$ cat config.mk
export PLATFORM = sky130hd
export DESIGN_NAME = irq_req_ctrl
export DESIGN_NICKNAME = d
export VERILOG_FILES = /design/src/rtl/irq_req_ctrl.sv
export SDC_FILE = /design/constraint.sdc
export NUM_CORES = 1
export LEC_CHECK = 0
export ABC_AREA = 1
export BUFFER_PORTS_ARGS = -buffer_cell sky130_fd_sc_hd__buf_2
export CAP_MARGIN = 20
export CORE_MARGIN = 10
export CORE_UTILIZATION = 48
export CTS_CLUSTER_SIZE = 25
export DETAILED_ROUTE_END_ITERATION = 8
export PLACE_DENSITY_LB_ADDON = 0.08
export SYNTH_ARGS = -nofsm -noshare
export SYNTH_HDL_FRONTEND = slang
export SYNTH_SLANG_ARGS = --single-unit
export TNS_END_PERCENT = 100
$ cat constraint.sdc
create_clock -name clk -period 1.1 [get_ports clk]
set_input_delay 0.165 -clock clk [delete_from_list [all_inputs] [get_ports clk]]
set_output_delay 0.165 -clock clk [all_outputs]
set_load 0.02 [all_outputs]
$ cat src/rtl/irq_req_ctrl.sv
// ============================================================================
// Module   : irq_req_ctrl
// Brief    : Interrupt request front end around an external 8-to-3 priority
//            encoder: sync, pend, enable-gate, present vector, clear on ack.
// Revision : 1.0 - initial release
// ============================================================================
`default_nettype none

module irq_req_ctrl #(
  parameter int         SYNC_STAGES = 2,
  parameter logic [7:0] EDGE_MODE   = 8'h00
) (
  input  logic       clk,
  input  logic       rst_n,
  input  logic [7:0] irq_raw,
  input  logic       en_wr,
  input  logic [7:0] en_wdata,
  output logic [7:0] irq_en,
  output logic [7:0] pending,
  output logic [7:0] pe_in_n,
  output logic       pe_en_n,
  input  logic [2:0] pe_out_n,
  input  logic       pe_gs_n,
  output logic       vec_valid,
  output logic [2:0] vec_id,
  input  logic       vec_ready
);

  typedef enum logic [1:0] {
    ST_IDLE    = 2'd0,
    ST_PRESENT = 2'd1,
    ST_GAP     = 2'd2
  } state_t;

  state_t                       r_state;
  logic [SYNC_STAGES-1:0][7:0]  r_sync;
  logic [7:0]                   r_s_d;
  logic [7:0]                   r_set;
  logic [7:0]                   r_pending;
  logic [7:0]                   r_irq_en;
  logic                         r_vec_valid;
  logic [2:0]                   r_vec_id;

  logic [7:0] w_s;
  logic [7:0] w_set;
  logic [7:0] w_clr;

  assign w_s   = r_sync[SYNC_STAGES-1];
  // Edge channels need a 0->1 transition; level channels set while high.
  assign w_set = w_s & (~EDGE_MODE | ~r_s_d);
  assign w_clr = (r_state == ST_PRESENT && vec_ready) ? (8'b1 << r_vec_id) : 8'h00;

  always_ff @(posedge clk or negedge rst_n) begin
    if (!rst_n) begin
      r_sync    <= '0;
      r_s_d     <= 8'h00;
      r_set     <= 8'h00;
      r_pending <= 8'h00;
      r_irq_en  <= 8'h00;
    end else begin
      r_sync    <= {r_sync[SYNC_STAGES-2:0], irq_raw};
      r_s_d     <= w_s;
      r_set     <= w_set;
      // Set is applied after clear so a same-cycle set keeps the bit pending.
      r_pending <= (r_pending & ~w_clr) | r_set;
      if (en_wr) begin
        r_irq_en <= en_wdata;
      end
    end
  end

  always_ff @(posedge clk or negedge rst_n) begin
    if (!rst_n) begin
      r_state     <= ST_IDLE;
      r_vec_valid <= 1'b0;
      r_vec_id    <= 3'd0;
    end else begin
      case (r_state)
        ST_IDLE: begin
          if (!pe_gs_n) begin
            r_vec_id    <= ~pe_out_n;
            r_vec_valid <= 1'b1;
            r_state     <= ST_PRESENT;
          end
        end
        ST_PRESENT: begin
          if (vec_ready) begin
            r_vec_valid <= 1'b0;
            r_state     <= ST_GAP;
          end
        end
        ST_GAP: begin
          r_state <= ST_IDLE;
        end
        default: begin
          r_state     <= ST_IDLE;
          r_vec_valid <= 1'b0;
        end
      endcase
    end
  end

  // Encoder is frozen outside IDLE so the presented vector cannot shift.
  assign pe_in_n   = ~(r_pending & r_irq_en);
  assign pe_en_n   = (r_state != ST_IDLE);
  assign irq_en    = r_irq_en;
  assign pending   = r_pending;
  assign vec_valid = r_vec_valid;
  assign vec_id    = r_vec_id;

endmodule

`default_nettype wire

==> results.py, run 1 <==
metrics = {
    "power": {
        "vdd_drop_max_mv": 1.25,
        "leakage_nw": 1.21,
        "power.density_nw_per_um2": 1750,
    },
    "logic_synthesis": {
        "yosysTopAreaCell": "dfrtp_1",
        "ys_types": 11,
        "synth_top_area_frac": 0.735,
        "syn_inst": 130,
        "syn_area_um2": 1570,
        "yosysWarnings": 0,
        "ys_seq_elements": 46,
        "syn_nets": 154,
        "ys_seq_area_frac": 0.735,
        "synth.area.top_cells": "dfrtp_1 74%, nand2_1 9.4%, mux2_2 5.8%",
        "syn_avg_cell_area_um2": 12.0,
    },
    "clock_tree": {
        "cts_tree": "yes",
        "cts_buffer_depth": 2,
        "cts_made_buffers": 5,
        "cts_root_buffer": "clkbuf_4",
        "cts_max_level": 2,
        "clkSinkCount": 46,
        "clkLatencyLatePin_ns": 0.36,
        "path_clk_slew_ns": 0.13,
    },
    "setup_path": {
        "ff2ff_path_depth": 7,
        "arrival_ns": 1.11,
        "r2r_setup_slack_ns": -0.03,
        "r2r_start": "r_state[1]",
        "path_max_fanout": 2,
        "rr_endpoint": "pending[3]",
        "crit_type": "register to primary output",
        "endpoint_kind": "primary output",
        "cp-start-kind": "register",
        "worstPathRequired_ns": 0.94,
    },
    "cells_and_area": {
        "n_antenna_cell": 0,
        "seq_area_um2": 1150,
        "stdcell_area_um2": 2400,
        "most-common-layout-cells": "45 x dfrtp_1, 29 x buf_6, 28 x nand2_1",
        "fin_nets": 238,
        "mostFrequentLayoutCell": "dfrtp_1",
        "area_delta_synth_final_pct": 53.4,
        "stdcell_count": 259,
        "multiInputGateArea_um2": 387,
        "layout-drive-gt1-share": 0.479,
        "final_util": 0.780,
        "n_fill_cell": 199,
    },
    "grt": {
        "antenna_found_initial": 0,
        "overflow": 0,
        "grt_max_degree": 47,
        "grt_pass1_wl_um": 5730,
        "grt_pass1_vias": 1233,
        "track_usage": 0.120,
    },
    "sta": {
        "slew-limit-headroom": 0.841,
        "finalSetupViolCount": 27,
        "holdWs_ns": 0.0130,
        "max_freq_ghz": 0.783,
        "skew_ns": 0.00329,
        "period_share": 1.16,
        "finalMaxSlewViolations": 0,
        "worst_slack_ns": -0.177,
        "grt_setup_unrepaired": "true",
        "finalHoldViolations": 0,
        "period_minus_slack_ns": 1.28,
        "worst_pin_slew_ns": 0.238,
    },
    "detailed_routing": {
        "drtIter0Drc": 43,
        "wirelength_um": 3530,
        "vias": 1157,
        "wl_met2_um": 1820,
        "drc_errors": 0,
        "highest_layer": "met4",
        "vias_per_cell": 4.47,
        "met1Wirelength_um": 1370,
        "drt_pass1_iterations": 4,
        "dr_wl_met3_um": 260,
        "wl_per_cell_um": 13.6,
        "detail-route-antenna-nets": 0,
    },
    "floorplanning": {
        "coreArea_um2": 3080,
        "die_w_um": 77.1,
        "ios": 53,
        "die_area_um2": 5950,
        "core.rowCount": 20,
        "chipHeight_um": 77.1,
        "initial_utilization": 0.509,
    },
    "placement": {
        "portBuffers": 52,
        "postPlaceCellArea_um2": 1890,
        "hpwl_um": 2200,
        "gp_congestion": 0.768,
        "dpl.cell_count": 226,
    },
    "hold_path": {
        "hp-start": "vec_ready",
        "holdPathEnd": "r_state[0]",
        "holdPathStages": 2,
        "min_path_type": "input pin to register",
    },
    "run": {
        "drv_cap": 0,
    },
    "outcome": {
        "violations": "setup timing",
        "outcome": "finished, violations left",
    },
}
-- cells in the mapped netlist --
master and n:
buf_6 1, dfrtp_1 46, inv_1 17, mux2_2 8
nand2_1 39, nand2_2 2, nand3_1 2, nor2_1 8
nor2_8 1, o21ai_0 3, o21ai_1 3
-- how the worst max path moves through the flow --
| stage | startpoint | end | slack [ns] |
|---|---|---|---|
| after detailed placement | r_state[0] | vec_id[1] | 0.07 |
| after CTS | r_state[0] | pe_en_n | -0.18 |
| after floorplan | vec_id[2] | pending[6] | 0.11 |
| after global placement | r_state[1] | pending[6] | 0.15 |
| final | r_state[1] | pe_en_n | -0.18 |
| after global routing | r_state[1] | pe_en_n | -0.22 |
-- cells by family (layout without fill, tap and decap cells) --
family,after synthesis,count (layout),share of synthesized area
muxes,8,8,0.0576
buffers and inverters,18,103,0.0480
DFF,46,46,0.735
and+or+nand+nor,52,52,0.140
AOI/OAI and AO/OA,6,6,0.0192
-- cell type report --
cell class,instances,share of cell area
clock buffer,5,0.0156
timing repair buffer,78,0.284
sequential,46,0.480
inverter,17,0.0276
tap,44,0.0229
multi-input combinational,66,0.161
clock inverter,3,0.00886
-- sequential cells by signal, indices dropped and copies added, names as in the netlist --
signal and flops:
vec_valid 1, r_sync 8, pending 8, vec_id 3, w_s 8, r_state 2
r_set 8, irq_en 8
-- power breakdown --
group / leakage (nW) / internal (mW) / switching (mW)
Combinational: 0.666 / 0.670 / 0.757
Clock: 0.0312 / 0.249 / 0.544
Sequential: 0.517 / 1.87 / 0.124
-- critical path, cell delays in order (launching register included) --
cell	delay (ns)
dfrtp_1	0.41
nor2_2	0.15
inv_1	0.06
buf_6	0.13
-- stage by stage --
stage	setup WS (ns)	TNS [ns]	power, mW
2_1_floorplan	0.113	0	2.57
3_3_place_gp	0.147	0	2.88
3_5_place_dp	0.0674	0	2.92
4_1_cts	-0.183	-0.773	4.08
5_1_grt	-0.222	-2.67	4.47
6_report	-0.177	-0.923	4.21
-- metal layers --
| layer | vias to the layer above | GRT usage |
|---|---|---|
| li1 | 563 | - |
| met1 | 550 | 0.134 |
| met2 | 35 | 0.195 |
| met3 | 9 | 0.0583 |
| met4 | 0 | 0.0456 |
| met5 | - | 0 |
-- what timing repair did --
item,CTS,global route
endpoints found under the hold margin,57,1
setup buffers,8,4
cloned,0,0
hold buffers,12,1
endpoints found under the setup margin,29,36
pin swaps,4,10
gates resized for setup,58,22
(Power assumes the default switching activity.)
==> run 2: changes to the inputs <==
Settings changed: CELL_PAD_IN_SITES_DETAIL_PLACEMENT set to 1, CELL_PAD_IN_SITES_GLOBAL_PLACEMENT set to 1, CORE_UTILIZATION 48 to 37, REMOVE_ABC_BUFFERS set to 1.
==> run 2 against run 1 <==
Net effect:
- the flow still finishes with violations (setup timing)
- final area fell by 4.3%
- power rose by 9.0%
- die area rose by 22%
- non-clock buffer count fell by 5
- critical path type unchanged
- highest routed layer unchanged
==> results.py, run 2 (synthesis gave the netlist of run 1 again) <==
metrics = {
    "sta": {
        "finalHoldViolations": 0,
        "finalMaxSlewViolations": 0,
        "fin_tns_setup_ns": -0.114,
        "worst_pin_slew_ns": 0.286,
        "slew-limit-headroom": 0.809,
        "period_share": 1.10,
        "worst_slack_ns": -0.114,
        "skew_ns": 0.00643,
        "grt_setup_unrepaired": "true",
        "finalSetupViolCount": 1,
        "max_freq_ghz": 0.823,
        "holdWs_ns": 0.0387,
        "period_minus_slack_ns": 1.21,
    },
    "setup_path": {
        "cp-start-kind": "register",
        "arrival_ns": 1.05,
        "cpPeakStageDelay_ns": 0.40,
        "worstPathRequired_ns": 0.94,
        "rr_endpoint": "pending[0]",
        "path_max_fanout": 2,
        "path_cells": "nor2_2 -> inv_1 -> buf_6",
        "path_buf_inv": 2,
        "crit_type": "register to primary output",
        "slowest_stage": "dfrtp_1",
        "critPathTopFamily": "flip-flops",
        "r2r_setup_slack_ns": 0.06,
        "r2r_start": "r_state[1]",
        "endpoint_kind": "primary output",
        "ff2ff_path_depth": 6,
    },
    "floorplanning": {
        "die_w_um": 85.0,
        "coreArea_um2": 4060,
        "chipHeight_um": 85.0,
        "die_area_um2": 7230,
        "core.rowCount": 23,
        "ios": 53,
        "initial_utilization": 0.386,
    },
    "detailed_routing": {
        "wl_per_cell_um": 15.1,
        "detail-route-antenna-nets": 0,
        "dr_wl_met3_um": 286,
        "drc_errors": 0,
        "wirelength_um": 3920,
        "vias": 1158,
        "vias_per_cell": 4.45,
        "drt_pass1_iterations": 3,
        "met1Wirelength_um": 1450,
        "highest_layer": "met4",
        "drtIter0Drc": 21,
        "wl_met2_um": 2130,
    },
    "cells_and_area": {
        "layout-drive-gt1-share": 0.438,
        "stdcell_count": 260,
        "final_util": 0.566,
        "most-common-layout-cells": "43 x dfrtp_1, 40 x buf_2, 35 x nand2_1",
        "fin_nets": 233,
        "area_delta_synth_final_pct": 46.8,
        "n_fill_cell": 449,
        "seq_area_um2": 1150,
        "n_antenna_cell": 0,
        "mostFrequentLayoutCell": "dfrtp_1",
        "multiInputGateArea_um2": 379,
    },
    "grt": {
        "overflow": 0,
        "antenna_found_initial": 0,
        "track_usage": 0.117,
        "grt_pass1_vias": 1374,
        "grt_pass1_wl_um": 6740,
        "grt_max_degree": 24,
    },
    "placement": {
        "dpl.cell_count": 233,
        "portBuffers": 52,
        "hpwl_um": 2830,
        "gp_congestion": 0.699,
        "dp_slack_ns": 0.0572,
    },
    "clock_tree": {
        "path_clk_slew_ns": 0.08,
        "cts_tree": "yes",
        "clkLatencyLatePin_ns": 0.30,
        "cts_root_buffer": "clkbuf_8",
        "cts_max_level": 2,
        "cts_buffer_depth": 2,
        "cts_made_buffers": 5,
        "clkSinkCount": 46,
    },
    "hold_path": {
        "hp-start": "pe_out_n[1]",
        "holdPathStages": 2,
        "min_path_type": "input pin to register",
        "holdPathEnd": "vec_id[1]",
    },
    "outcome": {
        "outcome": "finished, violations left",
        "violations": "setup timing",
    },
    "run": {
        "drv_cap": 0,
    },
    "power": {
        "vdd_drop_max_mv": 0.949,
        "power.density_nw_per_um2": 2000,
        "leakage_nw": 1.16,
    },
}
[run 2: how the worst max path moves through the flow]
stage	cells after the start	slack, ns	to	start
after floorplan	5	0.11	pending[6]	vec_id[2]
after global placement	6	0.13	pending[4]	r_state[1]
after detailed placement	5	0.06	pending[4]	vec_id[2]
after CTS	3	-0.08	pe_en_n	r_state[0]
after global routing	3	-0.18	pe_en_n	r_state[0]
final	3	-0.11	pe_en_n	r_state[0]
[run 2: report_power, final]
| part | switching, mW | leakage [nW] | internal [mW] |
|---|---|---|---|
| clock network | 0.554 | 0.0514 | 0.678 |
| registers | 0.149 | 0.515 | 1.88 |
| logic | 0.720 | 0.598 | 0.614 |
[run 2: timing repair]
action,4_1_cts,5_1_grt
setup endpoints to repair,11,19
resized for setup,14,24
buffers inserted,8,3
endpoints found under the hold margin,54,0
pin swaps,1,5
hold buffers,9,0
[run 2: area by class of cell]
class                      count  area share
inverter                      17      0.0278
sequential                    46       0.502
clock inverter                 2      0.0163
multi-input combinational     66       0.165
timing repair buffer          73       0.230
tap                           50      0.0272
clock buffer                   6      0.0316
[run 2: layer usage]
metal  GRT usage  vias up
li1            -      549
met1       0.113      570
met2       0.214       32
met3      0.0545        7
met4      0.0359        0
met5           0        -
[run 2: worst register-to-register path, delay by kind of cell, from the launching register on]
| family | cells | cell delay [ns] |
|---|---|---|
| flip-flops | 1 | 0.41 |
| AND/OR/NAND/NOR | 5 | 0.40 |
| buffers and inverters | 1 | 0.12 |
[run 2: per-stage QoR]
stage	power [mW]	area, um^2
6_report	4.59	2300
5_1_grt	4.88	2300
4_1_cts	4.45	2200
3_5_place_dp	2.96	1890
3_3_place_gp	2.89	1890
2_1_floorplan	2.57	1550
